## src/rtl/pipeline_hazard_ctrl.sv

```systemverilog
// pipeline_hazard_ctrl
//   Hazard, forwarding and flush controller for the RISC-V pipeline.
//   A scoreboard shift register (e[0]=EX .. e[DEPTH-1]=WB) tracks in-flight
//   destination registers. From it the block derives load-use stalls,
//   registered forward selects, redirect flushes, a memory-wait freeze, and
//   saturating stall/flush performance counters.
// Ports:
//   clk, reset (async, active-low)
//   id_*            : ID-stage instruction description
//   redirect        : branch in e[BR_STAGE] is taken
//   mem_stall       : data memory busy, freeze everything
//   pc_write, if_id_write, id_ex_bubble, flush_if_id : combinational controls
//   fwd_sel_a/b     : registered forward selects (0 = regfile, j = entry j)
//   stall_cnt, flush_cnt : saturating counters
module pipeline_hazard_ctrl #(
   parameter int unsigned DEPTH      = 3,
   parameter int unsigned REG_W      = 5,
   parameter int unsigned LOAD_AVAIL = 2,
   parameter int unsigned BR_STAGE   = 1,
   parameter int unsigned CNT_W      = 16
) (
   input  logic                           clk,
   input  logic                           reset,
   input  logic                           id_valid,
   input  logic [REG_W-1:0]               id_rs1,
   input  logic [REG_W-1:0]               id_rs2,
   input  logic                           id_use_rs1,
   input  logic                           id_use_rs2,
   input  logic [REG_W-1:0]               id_rd,
   input  logic                           id_regwrite,
   input  logic                           id_is_load,
   input  logic                           redirect,
   input  logic                           mem_stall,
   output logic                           pc_write,
   output logic                           if_id_write,
   output logic                           id_ex_bubble,
   output logic                           flush_if_id,
   output logic [$clog2(DEPTH+1)-1:0]     fwd_sel_a,
   output logic [$clog2(DEPTH+1)-1:0]     fwd_sel_b,
   output logic [CNT_W-1:0]               stall_cnt,
   output logic [CNT_W-1:0]               flush_cnt
);

   localparam int unsigned SEL_W = $clog2(DEPTH + 1);

   typedef struct packed {
      logic             valid;
      logic [REG_W-1:0] rd;
      logic             regwrite;
      logic             is_load;
   } entry_t;

   entry_t             entry_q [DEPTH];
   entry_t             entry_d [DEPTH];
   logic [SEL_W-1:0]   fwd_a_q, fwd_a_d;
   logic [SEL_W-1:0]   fwd_b_q, fwd_b_d;
   logic [CNT_W-1:0]   stall_cnt_q, stall_cnt_d;
   logic [CNT_W-1:0]   flush_cnt_q, flush_cnt_d;

   logic [REG_W-1:0]   src   [2];
   logic               use_s [2];
   logic               hit   [2];
   logic               hz    [2];
   logic [SEL_W-1:0]   sel   [2];
   logic               hazard;
   logic               issue;

   // Scoreboard lookup: the youngest matching producer wins, so the search
   // stops at the first hit while walking from e[0] towards WB.
   always_comb begin
      src[0]   = id_rs1;
      src[1]   = id_rs2;
      use_s[0] = id_use_rs1;
      use_s[1] = id_use_rs2;
      for (int unsigned s = 0; s < 2; s++) begin
         hit[s] = 1'b0;
         hz[s]  = 1'b0;
         sel[s] = '0;
         for (int unsigned i = 0; i < DEPTH; i++) begin
            if (!hit[s] && use_s[s] && entry_q[i].valid && entry_q[i].regwrite &&
                (entry_q[i].rd != '0) && (entry_q[i].rd == src[s])) begin
               hit[s] = 1'b1;
               // Non-load results are always forwardable (threshold 1).
               if (entry_q[i].is_load && (i + 1 < LOAD_AVAIL))
                  hz[s] = 1'b1;
               // The WB entry is served by the write-first register file.
               if (i + 1 <= DEPTH - 1)
                  sel[s] = SEL_W'(i + 1);
            end
         end
      end
      hazard = id_valid && (hz[0] || hz[1]);
      issue  = id_valid && !hazard && !mem_stall && !redirect;
   end

   // Pipeline control outputs, priority reset > mem_stall > redirect > hazard.
   always_comb begin
      pc_write     = 1'b1;
      if_id_write  = 1'b1;
      id_ex_bubble = 1'b0;
      flush_if_id  = 1'b0;
      if (!reset) begin
         pc_write     = 1'b0;
         if_id_write  = 1'b0;
         id_ex_bubble = 1'b1;
      end else if (mem_stall) begin
         pc_write     = 1'b0;
         if_id_write  = 1'b0;
      end else if (redirect) begin
         id_ex_bubble = 1'b1;
         flush_if_id  = 1'b1;
      end else if (hazard) begin
         pc_write     = 1'b0;
         if_id_write  = 1'b0;
         id_ex_bubble = 1'b1;
      end
   end

   // Next state; a memory freeze simply leaves every register at its _q value.
   always_comb begin
      entry_d     = entry_q;
      fwd_a_d     = fwd_a_q;
      fwd_b_d     = fwd_b_q;
      stall_cnt_d = stall_cnt_q;
      flush_cnt_d = flush_cnt_q;
      if (!mem_stall) begin
         for (int unsigned i = 1; i < DEPTH; i++)
            entry_d[i] = entry_q[i-1];
         entry_d[0] = issue ? {1'b1, id_rd, id_regwrite, id_is_load} : '0;
         fwd_a_d    = issue ? sel[0] : '0;
         fwd_b_d    = issue ? sel[1] : '0;
         if (redirect) begin
            for (int unsigned i = 0; i <= BR_STAGE; i++)
               entry_d[i] = '0;
            if (flush_cnt_q != '1)
               flush_cnt_d = flush_cnt_q + 1'b1;
         end else if (hazard) begin
            if (stall_cnt_q != '1)
               stall_cnt_d = stall_cnt_q + 1'b1;
         end
      end
   end

   always_ff @(posedge clk or negedge reset) begin
      if (!reset) begin
         for (int unsigned i = 0; i < DEPTH; i++)
            entry_q[i] <= '0;
         fwd_a_q     <= '0;
         fwd_b_q     <= '0;
         stall_cnt_q <= '0;
         flush_cnt_q <= '0;
      end else begin
         for (int unsigned i = 0; i < DEPTH; i++)
            entry_q[i] <= entry_d[i];
         fwd_a_q     <= fwd_a_d;
         fwd_b_q     <= fwd_b_d;
         stall_cnt_q <= stall_cnt_d;
         flush_cnt_q <= flush_cnt_d;
      end
   end

   assign fwd_sel_a = fwd_a_q;
   assign fwd_sel_b = fwd_b_q;
   assign stall_cnt = stall_cnt_q;
   assign flush_cnt = flush_cnt_q;

endmodule

```

## config.mk

```make
export PLATFORM = sky130hd
export DESIGN_NAME = pipeline_hazard_ctrl
export DESIGN_NICKNAME = d
export VERILOG_FILES = /design/src/rtl/pipeline_hazard_ctrl.sv
export SDC_FILE = /design/constraint.sdc
export NUM_CORES = 1
export LEC_CHECK = 0
export CORE_ASPECT_RATIO = 0.9
export CORE_MARGIN = 1.5
export CORE_UTILIZATION = 30
export DETAILED_ROUTE_END_ITERATION = 6
export SETUP_SLACK_MARGIN = 0.02
export SLEW_MARGIN = 15
export SYNTH_ARGS = -nofsm -noshare
export SYNTH_HDL_FRONTEND = slang
export SYNTH_SLANG_ARGS = --single-unit
```

## constraint.sdc

```tcl
create_clock -name clk -period 2 [get_ports clk]
set_input_delay 0.2 -clock clk [delete_from_list [all_inputs] [get_ports clk]]
set_output_delay 0.2 -clock clk [all_outputs]
set_load 0.02 [all_outputs]
```

* Yosys cells after proc, flatten, opt, wreduce, memory -nomap -nowiden
Cells that the tools add are included.
Storage, ports and cells: register bits after elaboration 51, input port bits 24, output and inout port bits 40, logic and storage cells 77
Cells by class: add/subtract/negate cells 2, equality and inequality tests 6, mux-type cells 24, bitwise gates (word level) 2, reduce and logical (&&, ||, !) cells 32
Operator list (count):
- adder 16 x 1 -> 16 bit (second input constant) | 2
- inequality test 16 bit (second input constant) | 2
- logical AND 1 bit | 22
- == test 5 bit | 4
- 2-to-1 mux 1 bit | 18
- 2-to-1 mux 16 bit | 1
- nonzero test 5 bit | 2
- 2-to-1 mux 2 bit | 4
- 2-to-1 mux 8 bit | 1
- zero test 1 bit | 5
- AND reduction 4 bit | 1
- AND reduction 3 bit | 1
- inverter 1 bit | 2
- logical OR 1 bit | 1

* Logic depth before layout (Yosys ltp)
Gate-level depths: netlist of the first run.
depth after elaboration 13, depth in mapped cells 7, depth with buffers taken out 6

* Worst setup path before layout of the first run
Ideal clock, no wire load.
path type register to output, start point register entry_q[21] (netlist bit), end point output id_ex_bubble, arrival time 2.156 ns, path slack -0.356 ns, stages on the path, launching flop included 7, path buffers 1, cells stage by stage dfrtp_1 -> xor2_1 -> nor4_2 -> a32o_1 -> buf_4 -> nand3_1 -> o311ai_0
Between the ends: cells in the longest elaborated chain, start to end 10, elaborated cells between the ends (all ways) 15, those cells by class eq/ne (2); mux (6); reduce/logical (7)
Ends and longest elaborated chain:
- start: declaration | RTL line 53 | entry_t entry_q [DEPTH];
- start signal: indexed assignment | RTL line 154 | entry_q[i] <= entry_d[i];
- nonzero test 5 bit | RTL line 81 | (entry_q[i].rd != '0) && (entry_q[i].rd == src[s])) begin
- logical AND 1 bit | RTL line 80 | if (!hit[s] && use_s[s] && entry_q[i].valid && entry_q[i].regwrite &&
- logical AND 1 bit | RTL line 81
- 2-to-1 mux 1 bit | RTL line 80
- logical OR 1 bit * | RTL line 92 | hazard = id_valid && (hz[0] || hz[1]);
- logical AND 1 bit * | RTL line 92
- 2-to-1 mux 1 bit * | RTL line 112 | end else if (hazard) begin
- 2-to-1 mux 1 bit * | RTL line 109 | end else if (redirect) begin
- 2-to-1 mux 1 bit * | RTL line 106 | end else if (mem_stall) begin
- 2-to-1 mux 1 bit * | RTL line 102 | if (!reset) begin
- end: declaration | RTL line 36 | output logic id_ex_bubble,
Every way passes the cells marked *; elsewhere a longest branch is shown, timed or not.

* Worst setup path in the final report of the first run
start point register entry_q[21] (netlist bit), end point output if_id_write
Between the ends: cells in the longest elaborated chain, start to end 10, elaborated cells between the ends (all ways) 15, those cells by class eq/ne (2); mux (6); reduce/logical (7)
Ends and longest elaborated chain:
- nonzero test 5 bit | RTL line 81
- logical AND 1 bit | RTL line 80
- logical AND 1 bit | RTL line 81
- 2-to-1 mux 1 bit | RTL line 80
- logical OR 1 bit * | RTL line 92
- logical AND 1 bit * | RTL line 92
- 2-to-1 mux 1 bit * | RTL line 112
- 2-to-1 mux 1 bit * | RTL line 109
- 2-to-1 mux 1 bit * | RTL line 106
- 2-to-1 mux 1 bit * | RTL line 102
- end: declaration | RTL line 35 | output logic if_id_write,
Marked as above.

==> qor.yml, run 1 <==
clock_tree:
  cts_buffer_depth: 2
  cts_tree: "built"
  path_clk_slew_ps: 100
  numCtsBuffers: 5
  htree_levels: 2
  cts.sinks: 51
  cts-root-buf: "clkbuf_8"
  insertion_delay_ps: 310
worst_setup_path:
  end_kind: "output pin"
  crit_path_cell_trace: "xor2_1 > nor4_2 > a32o_2 > nand3_4 > o311a_4 > buf_6"
  critPathCapture: "if_id_write"
  r2r_end: "fwd_sel_a[1]$_DFFE_PN0N_"
  cp-startpoint: "entry_q[21]$_DFFE_PN0N_"
  cp_data_required_time_ps: 1800
  regToRegSetupSlack_ps: -200
  slowest_delay_ps: 450
  rr_startpoint: "entry_q[21]$_DFFE_PN0N_"
  crit_path_max_fanout: 3
  slowest_stage: "dfrtp_2"
  path_class: "reg2out"
  worstPathArrival_ps: 2100
  ff2ff_path_depth: 11
  crit_path_start_kind: "flop"
global_routing:
  grtUsageMet3_pct: 3.09
  met2_usage_pct: 24.0
  grt_pass1_wl_mm: 11.4
  use_met1_pct: 21.3
  grt_max_degree: 44
  antenna_found_initial: 0
  grt_pass1_vias: 2303
  top_usage_layer: "met2"
  grt-ovfl-total: 0
  grt_usage_pct: 15.3
pwr:
  intPower_mw: 1.83
  p_total_mw: 2.55
  power_frac_seq_pct: 46.8
  p_clk_share_pct: 30.3
  combPwrFrac_pct: 22.9
  sw_frac_of_total_pct: 28.3
  powerDensity_nw_per_um2: 620
  p_sw_mw: 0.723
  peakVddDrop_mv: 0.291
  p_leak_nw: 1.85
sta:
  hold_viol: 0
  fin_skew_ps: 8.09
  fmaxAchievable_ghz: 0.434
  hold_slack_ps: 55.6
  tns_ps: -2570
  worst_pin_slew_ps: 559
  fin_crit_ps: 2300
  setup_viol: 27
  setup_ws_ps: -303
  drv_slew: 0
  finalCritPeriodShare_pct: 115
  relSlewSlack_pct: 62.8
  rsz0062_at_grt: "true"
route:
  vias: 2311
  drt_iter0_drc: 52
  wl_mm: 6.97
  wl_per_cell_um: 14.2
  firstDrtPassIters: 4
  viasPerCell: 4.73
  route.detailed.drc: 0
  drtAntennaViolNets: 0
floorplan:
  die_h_um: 92.8
  initial_core_util_pct: 31.1
  fp.dieW_um: 103
  core-area_sq_um: 8650
  dieArea_sq_um: 9530
  row_count: 32
  ioPinCount: 64
yosys:
  ys_ff_latch: 51
  synth_edf_count: 0
  ys_types: 51
  async_flop_share_pct: 100
  syn_area_sq_um: 2690
  synth_fp_nets: 279
  synth_flop_cell: "dfrtp_1"
  synthCells: 253
  yosysWarnings: 0
  syn_avg_cell_area_sq_um: 10.6
  synth-seq-area-share_pct: 47.5
place:
  globalplace.congestion: 0.861
  dp.final_hpwl_mm: 4.94
  io_buffers: 63
  dp_cells: 461
layout:
  nFillCells: 821
  instances_no_fill: 489
  drive_gt1_share_pct: 25.7
  fin_nets: 395
  area_growth_pct: 53.3
  antenna-diode-count: 0
min_path:
  hp-class: "in2async"
run:
  drv_cap: 0
run_status:
  violations: "negative setup slack"
  status: "finished, violations left"
## critical path, delay by kind of cell (launching register included)
| kind | cells | cell delay [ps] |
|---|---|---|
| AOI/OAI and AO/OA | 2 | 610 |
| xor gates and xnor gates | 1 | 160 |
| buffers and inverters | 1 | 140 |
| DFF | 1 | 450 |
| and+or+nand+nor | 2 | 440 |
## power groups by stage
stage	Sequential (mW)	Clock (mW)	Combinational (mW)
finish	1.19	0.774	0.585
global route	1.21	0.829	0.634
CTS	1.19	0.788	0.574
detailed placement	1.21	0	0.538
global placement	1.21	0	0.532
floorplan	1.26	0	0.201
## metrics by stage
stage	area (sq um)	worst slack (ps)	utilization, %
2_1_floorplan	2710	-69.8	-
3_3_place_gp	3700	-625	42.8
3_5_place_dp	3700	-651	42.8
4_1_cts	4030	-261	46.6
5_1_grt	4120	-384	47.6
6_report	4120	-303	47.6
## Yosys cell counts (6+ instances only)
master   instances  share of area [%]
a22o_1           6                2.0
o21ai_0          6                1.1
and3_1           7                1.6
xnor2_1         21                6.8
nor4_1           6                1.4
dfrtp_1         51                 48
xor2_1          25                8.2
nand2_1         23                3.2
nand3_1         10                1.9
nor2_1           8                1.1
inv_1            8                1.1
nor3_1           6                1.1
nand4_1         12                2.8
## cells by family after synthesis
kind of cell    count (synthesis)  synth area share, %
fa+ha+maj                       2                0.931
flops                          51                 47.5
compound gates                 33                 10.4
xor+xnor                       46                 15.0
buf+inv                        18                 3.03
mux                             3                 1.40
simple gates                  100                 21.7
## placed cells by master, fill, tap and decap left out, drive strengths merged, types with 2 or more instances in the layout
master / Yosys / final
a21o: 2 / 2
a21oi: 4 / 4
a22o: 7 / 7
a32o: 3 / 3
and2: 5 / 5
and3: 7 / 7
and4: 5 / 5
buf: 6 / 58
clkbuf: 4 / 7
clkdlybuf4s50: 0 / 59
dfrtp: 51 / 51
ha: 2 / 2
inv: 8 / 9
mux2: 3 / 3
nand2: 23 / 23
nand2b: 6 / 6
nand3: 10 / 10
nand4: 12 / 12
nand4b: 2 / 2
nor2: 8 / 8
nor3: 7 / 7
nor3b: 2 / 2
nor4: 7 / 7
o2111a: 2 / 2
o211ai: 2 / 2
o21ai: 6 / 6
o31ai: 3 / 3
or4: 2 / 2
xnor2: 21 / 21
xor2: 25 / 25
## sequential cells by signal, summed over array words and instances, names as in the netlist
signal     cells
stall_cnt     16
fwd_sel_b      2
fwd_sel_a      2
entry_q       15
flush_cnt     16
## timing repair
| action | in CTS | in global routing |
|---|---|---|
| hold buffers | 1 | 0 |
| cloned | 0 | 1 |
| endpoints found under the hold margin | 8 | 0 |
| endpoints found under the setup margin | 17 | 30 |
| setup buffers | 19 | 2 |
| resized for setup | 35 | 11 |
| pin swaps | 13 | 12 |
## metal layers
metal | up-vias | wire length (um) | part of all wire, %
met5 | - | 0 | 0
li1 | 1131 | - | -
met3 | 6 | 278 | 4.0
met2 | 44 | 3230 | 46
met1 | 1130 | 3380 | 49
met4 | 0 | 82 | 1.2
## worst min-delay path by stage
stage,from,endpoint,cells after the start
after floorplan,reset,entry_q[10]$_DFFE_PN0N_,0
after global placement,reset,flush_cnt[1]$_DFFE_PN0P_,1
after detailed placement,reset,flush_cnt[1]$_DFFE_PN0P_,1
after CTS,reset,flush_cnt[6]$_DFFE_PN0P_,2
after global routing,reset,entry_q[16]$_DFFE_PN0N_,2
final,reset,fwd_sel_b[0]$_DFFE_PN0N_,2
## layout make-up
cell class	instances	area [sq um]	area share, %
Multi-Input combinational cell	184	1400	34.1
Sequential cell	51	1280	31.1
Timing Repair Buffer	119	1140	27.6
Tap cell	119	149	3.61
Clock buffer	6	82.6	2.00
Clock inverter	2	38.8	0.942
Inverter	8	30.0	0.729
Note: power is estimated with default switching activity, not from simulation.
==> run 2: changes to the inputs <==
Clock period 2 ns to 2.7 ns, I/O delays scaled along.
==> qor.yml, run 2 (synthesized netlist as in run 1, its figures left out) <==
sta:
  fmaxAchievable_ghz: 0.406
  drv_slew: 0  # unchanged
  relSlewSlack_pct: 56.9  # was 62.8%
  setup_viol: 0  # was 27
  finalCritPeriodShare_pct: 91.3
  hold_viol: 0  # unchanged
  worst_pin_slew_ps: 640  # was 559 ps
  fin_skew_ps: 7.55  # was 8.09 ps
  rsz0062_at_grt: "true"  # unchanged
  fin_crit_ps: 2460
global_routing:
  grt_usage_pct: 14.7  # was 15.3%
  grt-ovfl-total: 0  # unchanged
  antenna_found_initial: 0  # unchanged
  grt_max_degree: 44  # unchanged
  grt_pass1_wl_mm: 10.9  # was 11.4 mm
  grt_pass1_vias: 2205  # was 2303
place:
  dp.final_hpwl_mm: 4.91  # was 4.94 mm
  dpl_cell_area_sq_um: 3540  # was 3700 sq um
  globalplace.congestion: 0.810  # was 0.861
  io_buffers: 63  # unchanged
  dp_cells: 442  # was 461
worst_setup_path:
  path_class: "reg2out"  # unchanged
  crit_path_max_fanout: 3  # unchanged
  worstPathArrival_ps: 2190  # was 2100 ps
  end_kind: "output pin"  # unchanged
  cp_data_required_time_ps: 2430  # was 1800 ps
  crit_path_start_kind: "flop"  # unchanged
pwr:
  peakVddDrop_mv: 0.194  # was 0.291 mV
  powerDensity_nw_per_um2: 495  # was 620 nW/um^2
  p_clk_share_pct: 29.9  # was 30.3%
  p_sw_mw: 0.497  # was 0.723 mW
  combPwrFrac_pct: 21.4  # was 22.9%
  p_total_mw: 1.81  # was 2.55 mW
  p_leak_nw: 1.59  # was 1.85 nW
  power_frac_seq_pct: 48.7  # was 46.8%
  intPower_mw: 1.31  # was 1.83 mW
  sw_frac_of_total_pct: 27.4  # was 28.3%
route:
  wl_mm: 6.46  # was 6.97 mm
  drtAntennaViolNets: 0  # unchanged
  vias: 2141  # was 2311
  drt_iter0_drc: 75  # was 52
  route.detailed.drc: 0  # unchanged
  viasPerCell: 4.75  # was 4.73
  wl_per_cell_um: 14.3  # was 14.2 um
  firstDrtPassIters: 4  # unchanged
layout:
  final_cell_mix: "clkdlybuf4s50_1 (59), dfrtp_1 (51), xor2_1 (25)"  # was clkdlybuf4s50_1 (59), dfrtp_1 (48), buf_4 (42)
  fin_nets: 357  # was 395
  drive_gt1_share_pct: 13.3  # was 25.7%
  antenna-diode-count: 0  # unchanged
  fin_area_sq_um: 3660  # was 4120 sq um
  area_growth_pct: 36.1  # was 53.3%
  instances_no_fill: 451  # was 489
  mostFrequentLayoutCell: "clkdlybuf4s50_1"  # unchanged
  nFillCells: 872  # was 821
floorplan:
  die_h_um: 92.8  # unchanged
  dieArea_sq_um: 9530  # unchanged
  ioPinCount: 64  # unchanged
  initial_core_util_pct: 31.1  # unchanged
  fp.dieW_um: 103  # unchanged
  core-area_sq_um: 8650  # unchanged
  row_count: 32  # unchanged
clock_tree:
  cts_tree: "built"  # unchanged
  cts.sinks: 51  # unchanged
  cts_setup_buffers: 0  # was 19
  numCtsBuffers: 5  # unchanged
  htree_levels: 2  # unchanged
  cts_buffer_depth: 2  # unchanged
  insertion_delay_ps: 300  # was 310 ps
  path_clk_slew_ps: 90  # was 100 ps
  cts-root-buf: "clkbuf_8"  # unchanged
run_status:
  status: "finished clean"  # was finished, violations left
min_path:
  hp-class: "in2async"  # unchanged
run:
  drv_cap: 0  # unchanged
## run 2: changes by cell type in the layout (fill, tap and decap cells not counted), moves of 2 or more
cell      delta
buf_4       -25
buf_6       -12
clkbuf_2     +3
dfrtp_1      +3
dfrtp_2      -3
nand3_1      +3
buf_12       -2
nand3_2      -2
## run 2: what timing repair did
action	in CTS	in global routing
pin swaps	0	0
endpoints found under the setup margin	3	3
gates resized for setup	3	8
hold endpoints to repair	8	0
hold buffers	1	0
## run 2: final timing paths
check / start / to / slack [ps] / cells past startpoint
setup / recovery: entry_q[21]$_DFFE_PN0N_ / if_id_write / 240 / 7
hold / removal: reset / flush_cnt[14]$_DFFE_PN0P_ / 380 / 2
setup reg to reg: entry_q[21]$_DFFE_PN0N_ / stall_cnt[1]$_DFFE_PN0P_ / 590 / 6
hold reg to reg: entry_q[9]$_DFFE_PN0N_ / entry_q[9]$_DFFE_PN0N_ / 500 / 2
max in group asynchronous: reset / flush_cnt[4]$_DFFE_PN0P_ / 1500 / 3
min in group clk: entry_q[9]$_DFFE_PN0N_ / entry_q[9]$_DFFE_PN0N_ / 500 / 2
## run 2: per-layer routing
metal  up-vias  part of all wire [%]  GRT usage, %
met5         -                     0             0
li1       1054                     -             -
met1      1038                    51          20.6
met2        44                    45          23.1
met4         0                  0.77          3.83
met3         5                   3.9          2.72
## run 2: stage by stage
step	setup TNS, ps	setup WS (ps)	util, %	hold slack [ps]
finish	0	236	42.3	376
global route	0	16.0	42.3	391
detailed placement	-222	-135	40.9	156
CTS	0	51.1	42.3	375
floorplan	0	274	-	-25.6
global placement	-197	-131	40.9	158
## run 2: worst max-delay path, cell delays in order (launching register included)
cell	delay, ps
dfrtp_1	440
buf_4	180
or4_4	510
nand2b_4	160
and2_4	140
nand3_1	130
o311a_1	180
clkbuf_2	170
## run 2: cell type report
class                      count  area, sq um  area share (%)
multi-input combinational    184         1340            36.5
sequential                    51         1280            34.9
timing repair buffer          81          748            20.5
tap                          119          149            4.07
clock buffer                   6         82.6            2.26
clock inverter                 2         35.0           0.958
inverter                       8         30.0           0.821
## run 2: power by group through the flow
stage / sequential, mW / clock, mW / combinational (mW)
2_1_floorplan: 0.935 / 0 / 0.146
3_5_place_dp: 0.898 / 0 / 0.388
5_1_grt: 0.892 / 0.594 / 0.426
3_3_place_gp: 0.896 / 0 / 0.379
6_report: 0.882 / 0.542 / 0.387
4_1_cts: 0.882 / 0.566 / 0.389
==> run 3: changes to the inputs <==
Settings changed: CORE_ASPECT_RATIO 0.9 to unset.
Clock period 2.7 ns to 2.76 ns, I/O delays scaled along.
==> qor.yml, run 3 (synthesized netlist as in run 1, its figures left out) <==
run_status:
  status: "finished clean"  # unchanged
clock_tree:
  numCtsBuffers: 5  # unchanged
  path_clk_slew_ps: 100  # was 90 ps
  cts.sinks: 51  # unchanged
  htree_levels: 2  # unchanged
  cts-root-buf: "clkbuf_8"  # unchanged
  cts_setup_buffers: 0  # unchanged
  cts_tree: "built"  # unchanged
  cts_buffer_depth: 2  # unchanged
  insertion_delay_ps: 300  # about the same
global_routing:
  grt_pass1_vias: 2138  # was 2205
  grt_pass1_wl_mm: 10.6  # was 10.9 mm
  grt_usage_pct: 13.8  # was 14.7%
  antenna_found_initial: 0  # unchanged
  grt-ovfl-total: 0  # unchanged
  grt_max_degree: 47  # was 44
floorplan:
  fp.dieW_um: 97.6  # was 103 um
  dieArea_sq_um: 9530  # about the same
  core-area_sq_um: 8680  # was 8650 sq um
  ioPinCount: 64  # unchanged
  die_h_um: 97.6  # was 92.8 um
  initial_core_util_pct: 31.0  # was 31.1%
  row_count: 34  # was 32
worst_setup_path:
  slowest_delay_ps: 500  # was 510 ps
  cp_data_required_time_ps: 2480  # was 2430 ps
  worstPathArrival_ps: 2340  # was 2190 ps
  crit_path_start_kind: "flop"  # unchanged
  slowest_stage: "or4_4"  # unchanged
  ff2ff_path_depth: 6  # unchanged
  path_class: "reg2out"  # unchanged
  crit_path_cell_trace: "buf_4 > or4_4 > nand2b_4 > and2_4 > nand3_1 > o311a_1 > dlygate4sd2_1"  # was buf_4 > or4_4 > nand2b_4 > and2_4 > nand3_1 > o311a_1 > clkbuf_2
  rr_startpoint: "entry_q[20]$_DFFE_PN0N_"  # was entry_q[21]$_DFFE_PN0N_
  end_kind: "output pin"  # unchanged
  crit_path_max_fanout: 3  # unchanged
  r2r_end: "stall_cnt[12]$_DFFE_PN0P_"  # was stall_cnt[1]$_DFFE_PN0P_
  regToRegSetupSlack_ps: 660  # was 590 ps
sta:
  worst_pin_slew_ps: 663  # was 640 ps
  relSlewSlack_pct: 55.4  # was 56.9%
  drv_slew: 0  # unchanged
  hold_slack_ps: 332  # was 376 ps
  hold_viol: 0  # unchanged
  fin_crit_ps: 2610
  fin_skew_ps: 5.90  # was 7.55 ps
  fmaxAchievable_ghz: 0.383
  finalCritPeriodShare_pct: 94.6
  setup_viol: 0  # unchanged
  rsz0062_at_grt: "false"  # was true
route:
  wl_mm: 6.33  # was 6.46 mm
  vias: 2166  # was 2141
  wl_per_cell_um: 14.4  # was 14.3 um
  firstDrtPassIters: 4  # unchanged
  route.detailed.drc: 0  # unchanged
  viasPerCell: 4.95  # was 4.75
  drtAntennaViolNets: 0  # unchanged
  drt_iter0_drc: 59  # was 75
place:
  io_buffers: 63  # unchanged
  dp_cells: 429  # was 442
  dpl_cell_area_sq_um: 3510  # was 3540 sq um
  dp.final_hpwl_mm: 4.75  # was 4.91 mm
  globalplace.congestion: 0.799  # was 0.810
pwr:
  p_leak_nw: 1.59  # about the same
  peakVddDrop_mv: 0.235  # was 0.194 mV
  powerDensity_nw_per_um2: 490  # was 495 nW/um^2
layout:
  mostFrequentLayoutCell: "clkdlybuf4s50_1"  # unchanged
  fin_area_sq_um: 3640  # was 3660 sq um
  instances_no_fill: 438  # was 451
  drive_gt1_share_pct: 11.8  # was 13.3%
  nFillCells: 866  # was 872
  area_growth_pct: 35.6  # was 36.1%
  final_cell_mix: "clkdlybuf4s50_1 (59), dfrtp_1 (51), xor2_1 (25)"  # unchanged
  fin_nets: 355  # was 357
  antenna-diode-count: 0  # unchanged
min_path:
  hp-class: "in2async"  # unchanged
run:
  drv_cap: 0  # unchanged
==> run 3: final cells by class <==
| type | instances | area (sq um) | share of cell area [%] |
|---|---|---|---|
| Clock buffer | 6 | 82.6 | 2.27 |
| Clock inverter | 2 | 38.8 | 1.06 |
| Inverter | 8 | 30.0 | 0.824 |
| Multi-Input combinational cell | 184 | 1340 | 36.7 |
| Sequential cell | 51 | 1280 | 35.0 |
| Tap cell | 108 | 135 | 3.71 |
| Timing Repair Buffer | 79 | 744 | 20.4 |
==> run 3: worst max-delay path by stage <==
stage	to	slack, ps	startpoint	cells after the start
detailed placement	id_ex_bubble	-160	id_rs2[3]	7
global placement	id_ex_bubble	-80	id_rs2[3]	7
finish	if_id_write	150	entry_q[21]$_DFFE_PN0N_	7
floorplan	id_ex_bubble	330	entry_q[21]$_DFFE_PN0N_	6
global route	if_id_write	30	entry_q[20]$_DFFE_PN0N_	6
CTS	id_ex_bubble	90	entry_q[20]$_DFFE_PN0N_	6
==> run 3: through the flow <==
stage / TNS [ps] / total power [mW] / worst slack, ps / util (%)
4_1_cts: 0 / 1.81 / 91.9 / 41.9
6_report: 0 / 1.78 / 148 / 42.0
3_5_place_dp: -250 / 1.25 / -156 / 40.4
5_1_grt: 0 / 1.89 / 34.3 / 42.0
2_1_floorplan: 0 / 1.06 / 328 / -
3_3_place_gp: -80.9 / 1.25 / -80.9 / 40.4
==> run 3: layer usage <==
metal  track usage (%)  vias to the layer above  part of all wire, %
li1                  -                     1048                    -
met1              19.2                     1060                   49
met2              22.4                       56                   47
met3              2.23                        2                  3.5
met4              3.63                        0                 0.76
met5                 0                        -                    0
==> run 3: what timing repair did <==
item / CTS / global route
endpoints found under the hold margin: 5 / 0
gates cloned: 0 / 0
endpoints found under the setup margin: 3 / 3
hold buffers: 1 / 0
resized for setup: 3 / 1
==> run 3: worst max-delay path, delay by kind of cell, from the launching register on <==
| kind | cells | cell delay (ps) |
|---|---|---|
| buffers and inverters | 2 | 500 |
| and+or+nand+nor | 4 | 930 |
| DFF | 1 | 430 |
| AOI/OAI and AO/OA | 1 | 180 |
==> run 3: report_power, final <==
part	switching, mW	internal [mW]
logic	0.180	0.191
clock network	0.251	0.298
registers	0.0657	0.799
total	0.497	1.29
==> RTL change (flow settings as in run 2) <==
Set the parameter `CNT_W` to 18 (it was 16).
--- a/src/rtl/pipeline_hazard_ctrl.sv
+++ b/src/rtl/pipeline_hazard_ctrl.sv
@@ -18,5 +18,5 @@
    parameter int unsigned LOAD_AVAIL = 2,
    parameter int unsigned BR_STAGE   = 1,
-   parameter int unsigned CNT_W      = 16
+   parameter int unsigned CNT_W      = 18
 ) (
    input  logic                           clk,
Ports: changed (resized flush_cnt and stall_cnt); port bits go from 64 to 68. No check against the original RTL was run, so the function may have changed too.
==> RTL change against run 2 <==
Area after synthesis is 3.0% higher; wire length is 0.67% higher; worst setup slack worse by 120 ps; core utilization is 0.21 points lower; largest power group unchanged; clock skew is 0.52 ps higher; synthesized cell count is 1.2% lower; non-clock buffer count is 6 higher; total power is 2.1% lower; design area is 4.0% higher; sequential cell count is 4 higher; sequential power is 7.6% higher; clock power is 14% lower.
==> RTL change: results (changes against run 2) <==
Status
  – Outcome: finished clean

Finish
  – NumNets Final: 363 (+1.7%)
  – Fraction of layout cells with a size suffix above 1: 0.1479 (+0.01540)

STA
  – Worst Clk Skew: 8.078 ps (+0.5248 ps)
  – Max_slew headroom: 0.5021 (-0.06710)

Global routing
  – Met3 Use GR: 0.03051 (+0.003343)
  – GR Util All Layers: 0.1395 (-0.007069)
  – Largest net degree at the start of global routing: 48 (+9.1%)

Routing
  – Met1 WL: 3.340 mm (+2.0%)
  – WL met2: 2.817 mm (-2.2%)
  – Iter 0 DRT Violations: 48 (-36%)
  – Met3 WL: 265 um (+4.3%)
  – Vias post-DR: 2172 (+1.4%)
  – Avg WL per Cell: 14.14 um (-1.3%)

Place
  – Hpwl dp: 4.760 mm (-3.1%)
  – Port Buf Inserts: 67 (+6.3%)
  – RePlAce Congestion: 0.8386 (+3.5%)
  – Instance area after placement: 3649 um2 (+3.1%)

Synth
  – Sequential-to-total area share from yosys stat: 0.4975 (+0.02243)
  – Synth top cells by count: 55 x dfrtp_1, 31 x xnor2_1, 23 x xor2_1, 20 x nand2_1, 13 x nand3_1
  – Area contributors post-synth: dfrtp_1 50%, xnor2_1 9.8%, xor2_1 7.3%

Pwr
  – Worst vdd ir: 0.3622 mV (+86%)

Setup path
  – Crit path DAT: 2310 ps (+120 ps)
  – FF-to-FF End: fwd_sel_b[1]$_DFFE_PN0N_
  – RR Startpoint: entry_q[20]$_DFFE_PN0N_
  – FF-to-FF path depth: 8 (+2)

CTS
  – Resize count post-CTS: 4 (+1)
-- RTL change: worst min path at each step --
stage / startpoint / endpoint / slack [ps] / depth (start not counted)
4_1_cts: reset / flush_cnt[4]$_DFFE_PN0P_ / 390 / 2
5_1_grt: reset / flush_cnt[4]$_DFFE_PN0P_ / 410 / 2
3_3_place_gp: reset / flush_cnt[5]$_DFFE_PN0P_ / 150 / 1
6_report: reset / flush_cnt[4]$_DFFE_PN0P_ / 400 / 2
2_1_floorplan: reset / entry_q[10]$_DFFE_PN0N_ / -30 / 0
3_5_place_dp: reset / flush_cnt[4]$_DFFE_PN0P_ / 150 / 1
-- RTL change: worst max-delay path, cell delays in order, from the launching register on --
cell and delay (ps):
dfrtp_2 460, xor2_1 190, nor4_4 320, a22oi_2 130, nand2b_1 180, buf_4 150, o311a_1 290, clkdlybuf4s15_1 290
-- RTL change: final cells by class --
cell class,instances,area (um2)
Clock inverter,3,18.77
Multi-Input combinational cell,186,1344
Sequential cell,55,1381
Timing Repair Buffer,87,830.8
Tap cell,122,152.6
Inverter,2,7.507
Clock buffer,5,68.82
Fill cell,875,5239
-- RTL change: through the flow --
| stage | setup slack, ps | cells |
|---|---|---|
| global placement | -98.44 | 444 |
| detailed placement | -133.9 | 444 |
| global route | 18.90 | 460 |
| CTS | 31.74 | 453 |
| finish | 115.9 | 460 |
| floorplan | 397.4 | 250 |
-- RTL change: cell families (layout without fill, tap and decap cells) --
logic type               Yosys count  in the layout
AO/OA/AOI/OAI                     30             30
XOR/XNOR                          54             54
adder cells (fa/ha/maj)            2              2
buffers and inverters              9             97
flip-flops                        55             55
multiplexers                       2              2
AND/OR/NAND/NOR                   98             98
-- RTL change: power breakdown --
group	internal (mW)	switching (mW)
registers	0.877	0.0722
clock network	0.184	0.281
logic	0.185	0.173
total	1.25	0.526
